<file path="src/rtl/jpeg_pkg.sv">
// Shared JPEG marker codes and parser state encoding.
package jpeg_pkg;

    localparam logic [7:0] M_TEM   = 8'h01;
    localparam logic [7:0] M_SOF0  = 8'hC0;
    localparam logic [7:0] M_DHT   = 8'hC4;
    localparam logic [7:0] M_RST0  = 8'hD0;
    localparam logic [7:0] M_RST7  = 8'hD7;
    localparam logic [7:0] M_SOI   = 8'hD8;
    localparam logic [7:0] M_EOI   = 8'hD9;
    localparam logic [7:0] M_SOS   = 8'hDA;
    localparam logic [7:0] M_DQT   = 8'hDB;
    localparam logic [7:0] M_STUFF = 8'h00;
    localparam logic [7:0] M_FILL  = 8'hFF;

    typedef enum logic [2:0] {
        HUNT, MARK, LEN_HI, LEN_LO, SEG, SCAN, SCAN_FF
    } state_e;

    function automatic logic is_rst(input logic [7:0] b);
        return (b >= M_RST0) && (b <= M_RST7);
    endfunction

endpackage

</file>
<file path="src/rtl/jpeg_destuff.sv">
// Entropy-coded data output stage: drops held 0xFF, restores stuffed 0xFF00,
// flags RSTn markers. Outputs are registered one cycle after the byte.
module jpeg_destuff
    import jpeg_pkg::*;
(
    input  logic       clk,
    input  logic       rst,
    input  logic       vld_i,
    input  logic       held_i,
    input  logic [7:0] byte_i,
    output logic       ovalid_o,
    output logic [7:0] odata_o,
    output logic       rst_marker_o,
    output logic       stuffed_o
);

    logic       emit_d;
    logic [7:0] data_d;
    logic       rstm_d;
    logic       stuff_d;

    always_comb begin
        emit_d  = 1'b0;
        data_d  = odata_o;
        rstm_d  = 1'b0;
        stuff_d = 1'b0;
        if (vld_i) begin
            if (held_i) begin
                // 0xFF was held back; a following 0x00 makes it data
                if (byte_i == M_STUFF) begin
                    emit_d  = 1'b1;
                    data_d  = M_FILL;
                    stuff_d = 1'b1;
                end
                rstm_d = is_rst(byte_i);
            end else if (byte_i != M_FILL) begin
                emit_d = 1'b1;
                data_d = byte_i;
            end
        end
    end

    always_ff @(posedge clk) begin
        if (rst) begin
            ovalid_o     <= 1'b0;
            odata_o      <= 8'h00;
            rst_marker_o <= 1'b0;
            stuffed_o    <= 1'b0;
        end else begin
            ovalid_o     <= emit_d;
            odata_o      <= data_d;
            rst_marker_o <= rstm_d;
            stuffed_o    <= stuff_d;
        end
    end

endmodule

</file>
<file path="src/rtl/jpeg_stream_parser.sv">
// JPEG marker walker: frame/SOF0 tracking plus de-stuffed scan output.
// Optional counters enabled with `define JPEG_PARSER_STATS_EN.
module jpeg_stream_parser
    import jpeg_pkg::*;
#(
    parameter logic [15:0] MAX_SEG_LEN = 16'hFFFF
) (
    input  logic        clk,
    input  logic        rst,
`ifdef JPEG_PARSER_STATS_EN
    output logic [31:0] scan_bytes,
    output logic [15:0] stuff_cnt,
`endif
    input  logic        ivalid,
    input  logic [7:0]  idata,
    output logic        ovalid,
    output logic [7:0]  odata,
    output logic        in_scan,
    output logic        frame_start,
    output logic        frame_end,
    output logic        sof_valid,
    output logic [15:0] width,
    output logic [15:0] height,
    output logic        rst_marker,
    output logic        err
);

    state_e      state_q, state_d;
    logic [7:0]  code_q, code_d;
    logic [7:0]  len_hi_q, len_hi_d;
    logic [15:0] rem_q, rem_d;
    logic [2:0]  off_q, off_d;
    logic        short_q, short_d;
    logic [15:0] sh_h_q, sh_h_d, sh_w_q, sh_w_d;
    logic [15:0] width_d, height_d;
    logic        fs_d, fe_d, sof_d, err_d;
    logic        post;
    logic [15:0] seg_len;
    logic        stuffed;

    assign seg_len = {len_hi_q, idata};
    assign in_scan = (state_q == SCAN) || (state_q == SCAN_FF);

    always_comb begin
        state_d  = state_q;
        code_d   = code_q;
        len_hi_d = len_hi_q;
        rem_d    = rem_q;
        off_d    = off_q;
        short_d  = short_q;
        sh_h_d   = sh_h_q;
        sh_w_d   = sh_w_q;
        width_d  = width;
        height_d = height;
        fs_d     = 1'b0;
        fe_d     = 1'b0;
        sof_d    = 1'b0;
        err_d    = 1'b0;
        post     = 1'b0;
        if (ivalid) begin
            case (state_q)
                HUNT: if (idata == M_FILL) state_d = MARK;
                MARK: begin
                    if (idata == M_FILL) begin
                        state_d = MARK;
                    end else if (idata == M_STUFF || is_rst(idata)) begin
                        err_d   = 1'b1;
                        state_d = HUNT;
                    end else if (idata == M_SOI) begin
                        fs_d    = 1'b1;
                        state_d = HUNT;
                    end else if (idata == M_EOI) begin
                        fe_d    = 1'b1;
                        state_d = HUNT;
                    end else if (idata == M_TEM) begin
                        state_d = HUNT;
                    end else begin
                        code_d  = idata;
                        state_d = LEN_HI;
                    end
                end
                LEN_HI: begin
                    len_hi_d = idata;
                    state_d  = LEN_LO;
                end
                LEN_LO: begin
                    if (seg_len < 16'd2 || seg_len > MAX_SEG_LEN) begin
                        err_d   = 1'b1;
                        state_d = HUNT;
                    end else begin
                        rem_d   = seg_len - 16'd2;
                        off_d   = 3'd0;
                        short_d = seg_len < 16'd7;
                        if (seg_len == 16'd2) post = 1'b1;
                        else                  state_d = SEG;
                    end
                end
                SEG: begin
                    rem_d = rem_q - 16'd1;
                    if (off_q != 3'd7) off_d = off_q + 3'd1;
                    if (code_q == M_SOF0) begin
                        case (off_q)
                            3'd1: sh_h_d[15:8] = idata;
                            3'd2: sh_h_d[7:0]  = idata;
                            3'd3: sh_w_d[15:8] = idata;
                            3'd4: sh_w_d[7:0]  = idata;
                            default: ;
                        endcase
                    end
                    if (rem_q == 16'd1) post = 1'b1;
                end
                SCAN: state_d = (idata == M_FILL) ? SCAN_FF : SCAN;
                SCAN_FF: begin
                    if (idata == M_STUFF || is_rst(idata)) begin
                        state_d = SCAN;
                    end else if (idata == M_FILL) begin
                        state_d = SCAN_FF;
                    end else if (idata == M_EOI) begin
                        fe_d    = 1'b1;
                        state_d = HUNT;
                    end else if (idata == M_SOI) begin
                        fs_d    = 1'b1;
                        state_d = HUNT;
                    end else begin
                        // tables may be redefined between scans; not an error
                        code_d  = idata;
                        state_d = LEN_HI;
                    end
                end
                default: state_d = HUNT;
            endcase
            if (post) begin
                if (code_q == M_SOF0) begin
                    if (short_d) begin
                        err_d = 1'b1;
                    end else begin
                        sof_d    = 1'b1;
                        height_d = sh_h_d;
                        width_d  = sh_w_d;
                    end
                end
                state_d = (code_q == M_SOS) ? SCAN : HUNT;
            end
        end
    end

    always_ff @(posedge clk) begin
        if (rst) begin
            state_q     <= HUNT;
            code_q      <= 8'h00;
            len_hi_q    <= 8'h00;
            rem_q       <= 16'h0000;
            off_q       <= 3'd0;
            short_q     <= 1'b0;
            sh_h_q      <= 16'h0000;
            sh_w_q      <= 16'h0000;
            width       <= 16'h0000;
            height      <= 16'h0000;
            frame_start <= 1'b0;
            frame_end   <= 1'b0;
            sof_valid   <= 1'b0;
            err         <= 1'b0;
        end else begin
            state_q     <= state_d;
            code_q      <= code_d;
            len_hi_q    <= len_hi_d;
            rem_q       <= rem_d;
            off_q       <= off_d;
            short_q     <= short_d;
            sh_h_q      <= sh_h_d;
            sh_w_q      <= sh_w_d;
            width       <= width_d;
            height      <= height_d;
            frame_start <= fs_d;
            frame_end   <= fe_d;
            sof_valid   <= sof_d;
            err         <= err_d;
        end
    end

    jpeg_destuff u_destuff (
        .clk          (clk),
        .rst          (rst),
        .vld_i        (ivalid && in_scan),
        .held_i       (state_q == SCAN_FF),
        .byte_i       (idata),
        .ovalid_o     (ovalid),
        .odata_o      (odata),
        .rst_marker_o (rst_marker),
        .stuffed_o    (stuffed)
    );

`ifdef JPEG_PARSER_STATS_EN
    logic [31:0] bytes_q, bytes_d;
    logic [15:0] stuff_q, stuff_d;

    always_comb begin
        bytes_d = bytes_q;
        stuff_d = stuff_q;
        if (ovalid && bytes_q != 32'hFFFF_FFFF) bytes_d = bytes_q + 32'd1;
        if (stuffed && stuff_q != 16'hFFFF)     stuff_d = stuff_q + 16'd1;
    end

    always_ff @(posedge clk) begin
        if (rst) begin
            bytes_q    <= 32'd0;
            stuff_q    <= 16'd0;
            scan_bytes <= 32'd0;
            stuff_cnt  <= 16'd0;
        end else begin
            bytes_q <= fs_d ? 32'd0 : bytes_d;
            stuff_q <= fs_d ? 16'd0 : stuff_d;
            if (fe_d) begin
                scan_bytes <= bytes_d;
                stuff_cnt  <= stuff_d;
            end
        end
    end
`else
    logic unused_stuffed;
    assign unused_stuffed = stuffed;
`endif

endmodule

</file>
<file path="config.mk">
export PLATFORM = sky130hd
export DESIGN_NAME = jpeg_stream_parser
export DESIGN_NICKNAME = d
export VERILOG_FILES = /design/src/rtl/jpeg_pkg.sv /design/src/rtl/jpeg_destuff.sv /design/src/rtl/jpeg_stream_parser.sv
export SDC_FILE = /design/constraint.sdc
export NUM_CORES = 1
export LEC_CHECK = 0
export CORE_ASPECT_RATIO = 1.4
export CORE_MARGIN = 2
export CORE_UTILIZATION = 50
export CTS_BUF_LIST = sky130_fd_sc_hd__clkbuf_16
export CTS_CLUSTER_SIZE = 40
export DETAILED_ROUTE_END_ITERATION = 7
export PLACE_DENSITY = 0.71
export SYNTH_ARGS = -nofsm -noshare
export SYNTH_HDL_FRONTEND = slang
export SYNTH_SLANG_ARGS = --single-unit
export TNS_END_PERCENT = 100
</file>
<file path="constraint.sdc">
create_clock -name clk -period 8 [get_ports clk]
set_input_delay 1.6 -clock clk [delete_from_list [all_inputs] [get_ports clk]]
set_output_delay 1.6 -clock clk [all_outputs]
set_load 0.01 [all_outputs]
</file>
==> summary.txt <==
Synth
  • Syn_area_per_cell: 8.11 um^2
  • Syn nets: 789
  • EDFF count, synth: 0
  • Register area share after synthesis: 37.6%
  • Primary FF master, synth: dfxtp_1
  • #FFs+latches synth: 117
  • Syn Std Cell Area: 6230 um^2
  • Syn Inst Count: 768
  • Post-synth ARST share: 0%
  • Unique masters post-synth: 67
  • Ys Warns: 0

Global route
  • Largest net degree at the start of global routing: 81
  • GRT Overall Usage: 28.7%
  • Met3 usage: 5.19%
  • Gr busiest metal: met2
  • Vias in the first global route: 5,882
  • GRT overflow: 0
  • Grt met1 use: 33.8%
  • First-pass GRT wire length: 30,500 um
  • Initial antenna violation count: 0
  • Grt met2 use: 49.1%

STA
  • RSZ-0062 raised after global routing: false
  • Clock skew: 0.0146 ns
  • Final hold vios: 0
  • Tightest Pin Transition: 1.21 ns
  • Setup violators final: 0
  • Final setup TNS: 0 ns
  • Max Clk Rate: 0.190 GHz
  • Max-slew violations: 0
  • Minimum clock period after layout: 5.25 ns
  • Tcrit/Tclk final: 65.7%
  • Relative slew slack: 19.3%

Clock tree
  • Total CTS buffers: 17
  • Clock slew at reported path FFs: 0.06 ns
  • Hold bufs inserted after CTS: 0
  • Post-CTS Setup Inserts: 0
  • Clk buf depth: 2
  • Worst-Skew Late Latency: 0.43 ns
  • CTS H-Tree Depth: 4
  • Post-cts sizing count: 0
  • # clock sinks: 117
  • CTS tree: done
  • Clock root buffer master: clkbuf_16

Cells and area
  • Post-route design area: 7390 um^2
  • Area Growth Syn to Fin: 18.7%
  • Layout net count: 810
  • Antenna diodes: 0
  • Commonest cells after routing, fill and taps aside: 117 x dfxtp_1, 101 x nand2_1, 70 x a21oi_1, 56 x clkdlybuf4s50_1, 50 x nor2_1
  • Fill count: 1,124
  • Leading cell type in the layout, fill and taps excluded: dfxtp_1
  • Share of cells above drive strength 1: 8.60%

Power and ir drop
  • Pwr dens: 196 nW/um^2
  • Peak supply drop: 0.123 mV
  • Pleak: 2.54 nW

Setup path
  • Crit path max-delay cell type: or4b_2
  • Max FO, Critical Path: 32
  • CP max stage delay: 0.95 ns
  • Required @ worst endpoint: 8.31 ns
  • Critical path endpoint category: flip-flop
  • Worst Path Buf+Inv: 1
  • Top delay family on crit path: simple AND/OR/NAND/NOR gates
  • CP startpoint kind: input port
  • Critical Path, Cell by Cell: clkdlybuf4s50_1 -> or4_1 -> or4_4 -> a21oi_1 -> or4b_2 -> mux2_2
  • Critical path depth: 6
  • Critical path class: in2reg
  • Arrival @ worst endpoint: 5.56 ns
  • FF-to-FF path depth: 5

Route
  • Vias/cell: 6.25
  • DRC: 0
  • Avg WL per Cell: 20.1 um
  • Via count: 5,948
  • Starting DRT DRC Count: 381
  • Routed wire length: 19,100 um
  • DRT antenna net count: 0
  • TritonRoute pass-1 iters: 5

Flow run
  • MaxCap Viol Count: 0

Floorplanning
  • IO Count: 58
  • Chip width: 98.3 um
  • Total core area: 12,300 um^2
  • # rows: 48
  • Die area: 13,400 um^2
  • Die Y: 136 um
  • Starting Density: 50.8%

Place
  • Detailed Place HPWL: 12,300 um
  • Final Wtd Congestion: 0.953
  • IO Port Bufs: 57
  • Placed Area: 6770 um^2

Min path
  • Hold WC Path Type: reg2reg
  • Worst Hold Path Cells: 2

Outcome
  • Status: finished clean
==> final cells by class <==
type | count | area, um^2 | area share, %
sequential | 117 | 2340 | 31.7
clock buffer | 17 | 425 | 5.75
multi-input combinational | 570 | 3540 | 47.9
tap | 150 | 188 | 2.54
inverter | 16 | 60.1 | 0.812
timing repair buffer | 67 | 643 | 8.70
clock inverter | 15 | 195 | 2.64
==> Yosys cell counts, types with 3 or more instances <==
library cell  number  area (um^2)
dfxtp_1          117         2340
nand2_1          101          379
a21oi_1           70          350
clkbuf_1          51          191
nor2_1            50          188
nand3_1           43          215
o21ai_0           38          190
mux2i_1           32          320
nor3_1            25          125
nor2b_1           22          138
inv_1             15         56.3
mux2_4            14          210
a21o_1            13         97.6
nand2b_1          12         75.1
a211oi_1          10         75.1
ha_1              10          125
nor4_1            10         62.6
o31ai_1           10         75.1
nand4_1            8         50.1
buf_2              6         30.0
or4_1              6         45.0
xor2_1             6         52.6
o22ai_1            5         31.3
o41ai_1            5         43.8
or3_1              5         31.3
a21boi_0           4         30.0
a311oi_1           4         35.0
a31oi_1            4         25.0
buf_1              4         15.0
nand4b_1           4         35.0
o2111ai_1          4         35.0
xnor2_1            4         35.0
nand3b_1           3         22.5
o211ai_1           3         22.5
o311ai_0           3         26.3
o32ai_1            3         26.3
==> per-layer routing <==
| layer | wire length (um) | part of all wire [%] | vias to the layer above |
|---|---|---|---|
| li1 | - | - | 2801 |
| met1 | 7810 | 41 | 2820 |
| met2 | 9540 | 50 | 259 |
| met3 | 1030 | 5.4 | 68 |
| met4 | 725 | 3.8 | 0 |
| met5 | 0 | 0 | - |
==> kinds of logic after synthesis <==
kind of cell	synth area share, %
AOI/OAI and AO/OA	19.9
xor gates and xnor gates	1.41
adders and majority gates	2.01
buffers and inverters	5.71
DFF	37.6
muxes	8.88
and+or+nand+nor	24.5
==> path summary, 6_finish.rpt <==
kind,start,endpoint,slack [ns]
max,idata[7],width[15],2.75
min,sh_h_q[3],sh_h_q[3],0.45
max reg2reg,code_q[2],width[12],3.88
min reg2reg,sh_h_q[3],sh_h_q[3],0.45
==> through the flow <==
stage | hold WS, ns | instances | power, W | utilization, % | setup WS, ns
floorplan | 0.428 | 768 | 0.000629 | - | 4.00
global placement | 0.434 | 920 | 0.000650 | 55.3 | 2.44
detailed placement | 0.441 | 920 | 0.000650 | 55.3 | 2.33
CTS | 0.449 | 952 | 0.00145 | 60.3 | 2.77
global route | 0.462 | 952 | 0.00148 | 60.3 | 2.51
finish | 0.450 | 952 | 0.00145 | 60.3 | 2.75
==> tightest hold or removal path, cell delays in order, from the launching register on <==
cell     delay [ns]
dfxtp_1        0.30
nand2_1        0.05
a21oi_1        0.05
==> power by group <==
group | internal [W] | switching (W)
combinational | 0.0000128 | 0.0000436
clock | 0.000500 | 0.000310
sequential | 0.000583 | 0.000000154
==> registers in the layout (all words and copies together) (netlist names), 3 cells and up <==
name	cells
u_destuff.odata_o	8
height	16
off_q	3
sh_h_q	16
code_q	8
state_q	3
width	16
rem_q	16
sh_w_q	16
len_hi_q	8
(Power assumes the default switching activity.)
